## src/rtl/cfg_regfile_pkg.sv

```systemverilog
// Shared address map and CMD_STATUS bit positions for the cfg register bank.
package cfg_regfile_pkg;

    localparam int unsigned ADDR_ID         = 0;
    localparam int unsigned ADDR_SCRATCH    = 1;
    localparam int unsigned ADDR_PULSE      = 2;
    localparam int unsigned ADDR_CMD_STATUS = 3;
    localparam int unsigned ADDR_CMD_PUSH   = 4;
    localparam int unsigned ADDR_CTRL_BASE  = 5;
    localparam int unsigned ADDR_STAT_BASE  = 16;

    localparam int unsigned FULL_BIT  = 16;
    localparam int unsigned EMPTY_BIT = 17;
    localparam int unsigned OVF_BIT   = 31;

endpackage

```

## src/rtl/cfg_fifo.sv

```systemverilog
// First-word-fall-through command FIFO; a push while full is accepted only
// when a pop happens in the same cycle.
module cfg_fifo #(
    parameter int unsigned WIDTH = 32,
    parameter int unsigned DEPTH = 8,
    localparam int unsigned PTR_W = $clog2(DEPTH),
    localparam int unsigned LVL_W = PTR_W + 1
) (
    input  logic             clk,
    input  logic             rst,
    input  logic             push,
    input  logic [WIDTH-1:0] push_data,
    input  logic             pop,
    output logic             full,
    output logic             empty,
    output logic [LVL_W-1:0] level,
    output logic [WIDTH-1:0] head
);

    logic [WIDTH-1:0] mem [DEPTH];
    logic [PTR_W-1:0] wr_ptr_q;
    logic [PTR_W-1:0] rd_ptr_q;
    logic [LVL_W-1:0] level_q;
    logic             pop_ok;
    logic             push_ok;

    assign empty   = (level_q == '0);
    assign full    = (level_q == LVL_W'(DEPTH));
    assign pop_ok  = pop & ~empty;
    assign push_ok = push & (~full | pop_ok);
    assign level   = level_q;
    assign head    = mem[rd_ptr_q];

    always_ff @(posedge clk) begin
        if (rst) begin
            wr_ptr_q <= '0;
            rd_ptr_q <= '0;
            level_q  <= '0;
        end else begin
            if (push_ok) wr_ptr_q <= wr_ptr_q + PTR_W'(1);
            if (pop_ok)  rd_ptr_q <= rd_ptr_q + PTR_W'(1);
            case ({push_ok, pop_ok})
                2'b10:   level_q <= level_q + LVL_W'(1);
                2'b01:   level_q <= level_q - LVL_W'(1);
                default: level_q <= level_q;
            endcase
        end
    end

    // When full with a pop, wr_ptr equals rd_ptr: the slot being vacated is reused.
    always_ff @(posedge clk) begin
        if (push_ok) mem[wr_ptr_q] <= push_data;
    end

endmodule

```

## src/rtl/cfg_regfile.sv

```systemverilog
// Configuration register bank: ID, scratch, pulse, control/status words and a
// command FIFO fed by register writes and drained over a valid/ready stream.
module cfg_regfile
    import cfg_regfile_pkg::*;
#(
    parameter int unsigned AXI_WIDTH  = 32,
    parameter int unsigned CFG_AWIDTH = 5,
    parameter int unsigned CTRL_NB    = 4,
    parameter int unsigned STAT_NB    = 4,
    parameter int unsigned FIFO_DEPTH = 8,
    parameter logic [AXI_WIDTH-1:0] ID_VALUE = AXI_WIDTH'(32'h5AC0_0100)
) (
    input  logic                         clk,
    input  logic                         rst,
    input  logic [AXI_WIDTH-1:0]         cfg_wr_data,
    input  logic [CFG_AWIDTH-1:0]        cfg_wr_addr,
    input  logic                         cfg_wr_en,
    input  logic [CFG_AWIDTH-1:0]        cfg_rd_addr,
    input  logic                         cfg_rd_en,
    output logic [AXI_WIDTH-1:0]         cfg_rd_data,
    output logic [CTRL_NB*AXI_WIDTH-1:0] ctrl_regs,
    output logic [AXI_WIDTH-1:0]         ctrl_pulse,
    input  logic [STAT_NB*AXI_WIDTH-1:0] stat_regs,
    output logic [AXI_WIDTH-1:0]         cmd_data,
    output logic                         cmd_valid,
    input  logic                         cmd_ready
);

    localparam int unsigned LVL_W = $clog2(FIFO_DEPTH) + 1;

    logic [CTRL_NB-1:0][AXI_WIDTH-1:0] ctrl_q;
    logic [AXI_WIDTH-1:0]              scratch_q;
    logic [AXI_WIDTH-1:0]              pulse_q;
    logic [AXI_WIDTH-1:0]              rd_data_q;
    logic                              ovf_q;

    int unsigned          wr_idx;
    int unsigned          rd_idx;
    logic                 push_req;
    logic                 fifo_full;
    logic                 fifo_empty;
    logic [LVL_W-1:0]     fifo_level;
    logic [31:0]          level_ext;
    logic [AXI_WIDTH-1:0] status_word;
    logic [AXI_WIDTH-1:0] rd_mux;

    assign wr_idx   = 32'(cfg_wr_addr);
    assign rd_idx   = 32'(cfg_rd_addr);
    assign push_req = cfg_wr_en && (wr_idx == ADDR_CMD_PUSH);

    cfg_fifo #(
        .WIDTH (AXI_WIDTH),
        .DEPTH (FIFO_DEPTH)
    ) u_fifo (
        .clk       (clk),
        .rst       (rst),
        .push      (push_req),
        .push_data (cfg_wr_data),
        .pop       (cmd_ready),
        .full      (fifo_full),
        .empty     (fifo_empty),
        .level     (fifo_level),
        .head      (cmd_data)
    );

    assign cmd_valid   = ~fifo_empty;
    assign ctrl_regs   = ctrl_q;
    assign ctrl_pulse  = pulse_q;
    assign cfg_rd_data = rd_data_q;
    assign level_ext   = 32'(fifo_level);

    always_comb begin
        status_word            = '0;
        status_word[15:0]      = level_ext[15:0];
        status_word[FULL_BIT]  = fifo_full;
        status_word[EMPTY_BIT] = fifo_empty;
        status_word[OVF_BIT]   = ovf_q;
    end

    always_comb begin
        rd_mux = '0;
        if (rd_idx == ADDR_ID) begin
            rd_mux = ID_VALUE;
        end else if (rd_idx == ADDR_SCRATCH) begin
            rd_mux = scratch_q;
        end else if (rd_idx == ADDR_CMD_STATUS) begin
            rd_mux = status_word;
        end
        for (int unsigned k = 0; k < CTRL_NB; k++) begin
            if (rd_idx == ADDR_CTRL_BASE + k) rd_mux = ctrl_q[k];
        end
        for (int unsigned k = 0; k < STAT_NB; k++) begin
            if (rd_idx == ADDR_STAT_BASE + k) rd_mux = stat_regs[k*AXI_WIDTH +: AXI_WIDTH];
        end
    end

    always_ff @(posedge clk) begin
        if (rst) begin
            ctrl_q    <= '0;
            scratch_q <= '0;
            pulse_q   <= '0;
            rd_data_q <= '0;
            ovf_q     <= 1'b0;
        end else begin
            pulse_q <= '0;
            if (cfg_wr_en && wr_idx == ADDR_PULSE)   pulse_q   <= cfg_wr_data;
            if (cfg_wr_en && wr_idx == ADDR_SCRATCH) scratch_q <= cfg_wr_data;
            for (int unsigned k = 0; k < CTRL_NB; k++) begin
                if (cfg_wr_en && wr_idx == ADDR_CTRL_BASE + k) ctrl_q[k] <= cfg_wr_data;
            end
            // Full implies non-empty, so a drop happens exactly when the consumer stalls.
            if (push_req && fifo_full && !cmd_ready) begin
                ovf_q <= 1'b1;
            end else if (cfg_wr_en && wr_idx == ADDR_CMD_STATUS && cfg_wr_data[OVF_BIT]) begin
                ovf_q <= 1'b0;
            end
            if (cfg_rd_en) rd_data_q <= rd_mux;
        end
    end

endmodule

```

## config.mk

```make
export PLATFORM = sky130hd
export DESIGN_NAME = cfg_regfile
export DESIGN_NICKNAME = d
export VERILOG_FILES = /design/src/rtl/cfg_regfile_pkg.sv /design/src/rtl/cfg_fifo.sv /design/src/rtl/cfg_regfile.sv
export SDC_FILE = /design/constraint.sdc
export NUM_CORES = 1
export LEC_CHECK = 0
export CAP_MARGIN = 30
export CORE_MARGIN = 3
export CORE_UTILIZATION = 39
export DETAILED_ROUTE_END_ITERATION = 7
export PLACE_DENSITY_LB_ADDON = 0.1
export RECOVER_POWER = 100
export SLEW_MARGIN = 40
export SYNTH_ARGS = -nofsm -noshare
export SYNTH_HDL_FRONTEND = slang
export SYNTH_SLANG_ARGS = --single-unit
```

## constraint.sdc

```tcl
create_clock -name clk -period 9.77 [get_ports clk]
set_input_delay 1.4655 -clock clk [delete_from_list [all_inputs] [get_ports clk]]
set_output_delay 1.4655 -clock clk [all_outputs]
set_load 0.01 [all_outputs]
```

==> run metrics <==
status=complete, but fails checks; failing checks=max-capacitance violations, max-slew violations; Worst setup SP type=input pin; row count=84; root buffer cell=clkbuf_16; GRT overflow=0; die area=56200 µm²; static leakage=9.39 nW; Max Transition Viols Final=670; Routability Congestion=0.937; slew margin rel.=-213%; final setup violation count=0; Worst path max stage delay=2.32 ns; Avg Synthesized Cell Area=11.2 µm²; final wirelength=78400 µm; core region area=52700 µm²; Setup Skew=0.0207 ns; Die Height=237 µm; Post-Syn Area=20800 µm²; Netlist cell types=66; Primary FF master, synth=edfxtp_1; FILL cells=4695; MaxCap Viol Count=17; vias in the first global route=16500; share of layout cells above drive strength 1=10.1%; Synth top area share=36.9%; CTS max path bufs=3; Critical Path RT=10.28 ns; Multi-input gate area=7760 µm²; Worst Setup Slack post-DPL=5.20 ns; synthesis-stage register bit count=494; drt wl/cell=26.7 µm; # hold bufs at CTS=0; FFs w/ async S/R, synth=0%; initial antenna violation count=3; global-route usage over all layers=27.2%; Fmax=150 MHz; via count=16600; pin count of the biggest net entering global routing=103; Slowest-stage cell, CP=clkbuf_1; I/O pins=400; Buf/Inv on CP=3; Final Critical Period=6.68 ns; min-delay worst type=reg2reg; maximum vdd drop=111 µV; final hold violation count=0; Synth-to-Final Area Change=30.0%; # port buffers=399; # resized after CTS=0; setup TNS=0 ns; HPWL Detailed=52300 µm; Avg Vias per Cell=5.66; Tcrit/Tclk final=68.3%; remaining antenna violation count=0; Reg clk slew, reported paths=0.06 ns; Starting DRT DRC Count=1613; CTS Buf Count=52; CP Capture Type=flop; power per cell area=168 nW/µm²; Crit path top cell by count=clkbuf_1; largest cells by area after synthesis=edfxtp_1, dfxtp_1, nand2_1; cell count after synthesis=1859; register area=12500 µm²; H-Tree Depth=2; post-synthesis sequential area ratio=59.8%; Setup Buffers After CTS=0; CTS tree=done; Pre-Repair DR Iteration Count=5; Syn Nets=2040; Synth area leader=edfxtp_1; Least-Margin Pin Slew=4.70 ns; clk sinks=494; CP Class=in2reg; first-pass GRT wire length=114000 µm; EDFF count, synth=256; Critical Path AT=7.18 ns; Initial Util=39.5%; synth warn=0; worst-path fanout max=66; critical path, cell by cell=clkbuf_1, clkbuf_1, clkbuf_1, nand2_1, nor2_1, a221oi_1, o32ai_1; Clock Latency Late Sink=0.60 ns; unrepaired setup endpoints after global routing=no; final worst setup slack=3.09 ns; die width=237 µm; Top delay family on crit path=buffers and inverters; Post-route DRC=0; nets=2382
## where the power goes
| group | total [mW] | internal [mW] | leakage [nW] | switching, mW |
|---|---|---|---|---|
| clock | 2.04 | 1.21 | 0.874 | 0.834 |
| sequential | 2.20 | 2.19 | 4.22 | 0.0127 |
| combinational | 0.308 | 0.127 | 4.29 | 0.181 |
## metrics by stage
stage	cells	power, mW	utilization [%]	hold slack (ns)	instance area [µm²]
after CTS	2932	4.60	51.6	0.458	27200
after global routing	2932	4.69	51.4	0.475	27000
final	2933	4.55	51.4	0.456	27000
after detailed placement	2835	2.56	48.2	0.450	25400
after global placement	2833	2.56	48.1	0.442	25300
after floorplan	1859	2.37	-	0.431	20800
## synthesized netlist by cell type, drive strengths merged, types with 3 or more instances
cell and number:
and2 39, a21o 8, a31oi 3, a32oi 4, o221a 14, inv 12, and3 4, nor3 12
a22oi 9, o32ai 9, o2bb2ai 18, o211ai 13, a221o 7, or3 7, clkbuf 93, a21oi 244
nor4 8, o21ai 61, a221oi 9, xnor2 3, nor2b 15, nand2 392, mux4 65, or3b 3
a211oi 15, o221ai 5, mux2i 14, mux2 35, nand3b 5, nand3 32, nand2b 10, xor2 4
nor3b 6, nor2 80, edfxtp 256, or4b 3, dfxtp 238, o22ai 24, ha 5, buf 50
a2bb2oi 4
## final timing paths
path,startpoint,end,slack [ns],depth (start not counted)
worst min-delay path,scratch_q[12],scratch_q[12],0.46,2
worst min register to register,scratch_q[12],scratch_q[12],0.46,2
worst max-delay path,cfg_rd_addr[0],cfg_rd_data[3],3.09,7
worst max register to register,u_fifo.level[2],u_fifo.mem[2][19],6.19,5
## flip-flops by register name (all words and copies together), names as in the netlist, named ones only
name,cells
u_fifo.mem,256
scratch_q,32
ctrl_pulse,32
u_fifo.wr_ptr_q,3
cfg_rd_data,32
ctrl_regs,128
u_fifo.rd_ptr_q,3
ovf_q,1
u_fifo.level,4
## logic make-up after synthesis
group | count (synthesis) | synth area share [%]
compound gates | 461 | 13.6
xor+xnor | 7 | 0.295
fa+ha+maj | 6 | 0.397
buf+inv | 155 | 3.12
flops | 494 | 59.8
mux | 114 | 9.60
simple gates | 622 | 13.2
## tightest hold or removal path, cell delays in order (launching register included)
cell	delay, ns
dfxtp_1	0.31
nand2_1	0.05
a21oi_1	0.05
## area by class of cell
cell class / count / share of cell area (%)
Clock inverter: 27 / 1.10
Antenna cell: 1 / 0.00925
Clock buffer: 70 / 5.40
Timing Repair Buffer: 431 / 15.4
Multi-Input combinational cell: 1210 / 28.7
Tap cell: 688 / 3.18
Sequential cell: 494 / 46.0
Inverter: 12 / 0.167
## cell usage in the layout, fill, tap and decap left out, drive strengths merged, types with 6 or more instances in the layout
cell type / n
inv: 15
a22oi: 9
a221o: 7
o32ai: 9
edfxtp: 256
buf: 17
o211ai: 13
clkbuf: 89
mux2i: 14
a211oi: 15
a221oi: 9
o221a: 14
a21oi: 244
o21ai: 61
bufinv: 6
nor4: 8
clkdlybuf4s50: 136
nor2: 80
o2bb2ai: 18
and2: 39
nor3: 12
nand3: 32
a21o: 8
o22ai: 24
dfxtp: 238
nand2: 392
mux4: 65
clkinv: 16
nor2b: 15
or3: 7
mux2: 35
dlygate4sd3: 259
nand2b: 10
nor3b: 6
## per-layer routing
metal  vias up  track usage, %  wire, µm  part of all wire, %
li1       7465               -         -                    -
met3       116            5.53      6290                  8.0
met5         -               0         0                    0
met4         0            7.84      2190                  2.8
met2       789            43.7     36700                   47
met1      8237            37.4     33100                   42
No activity file was read; power rests on OpenSTA's default activity.
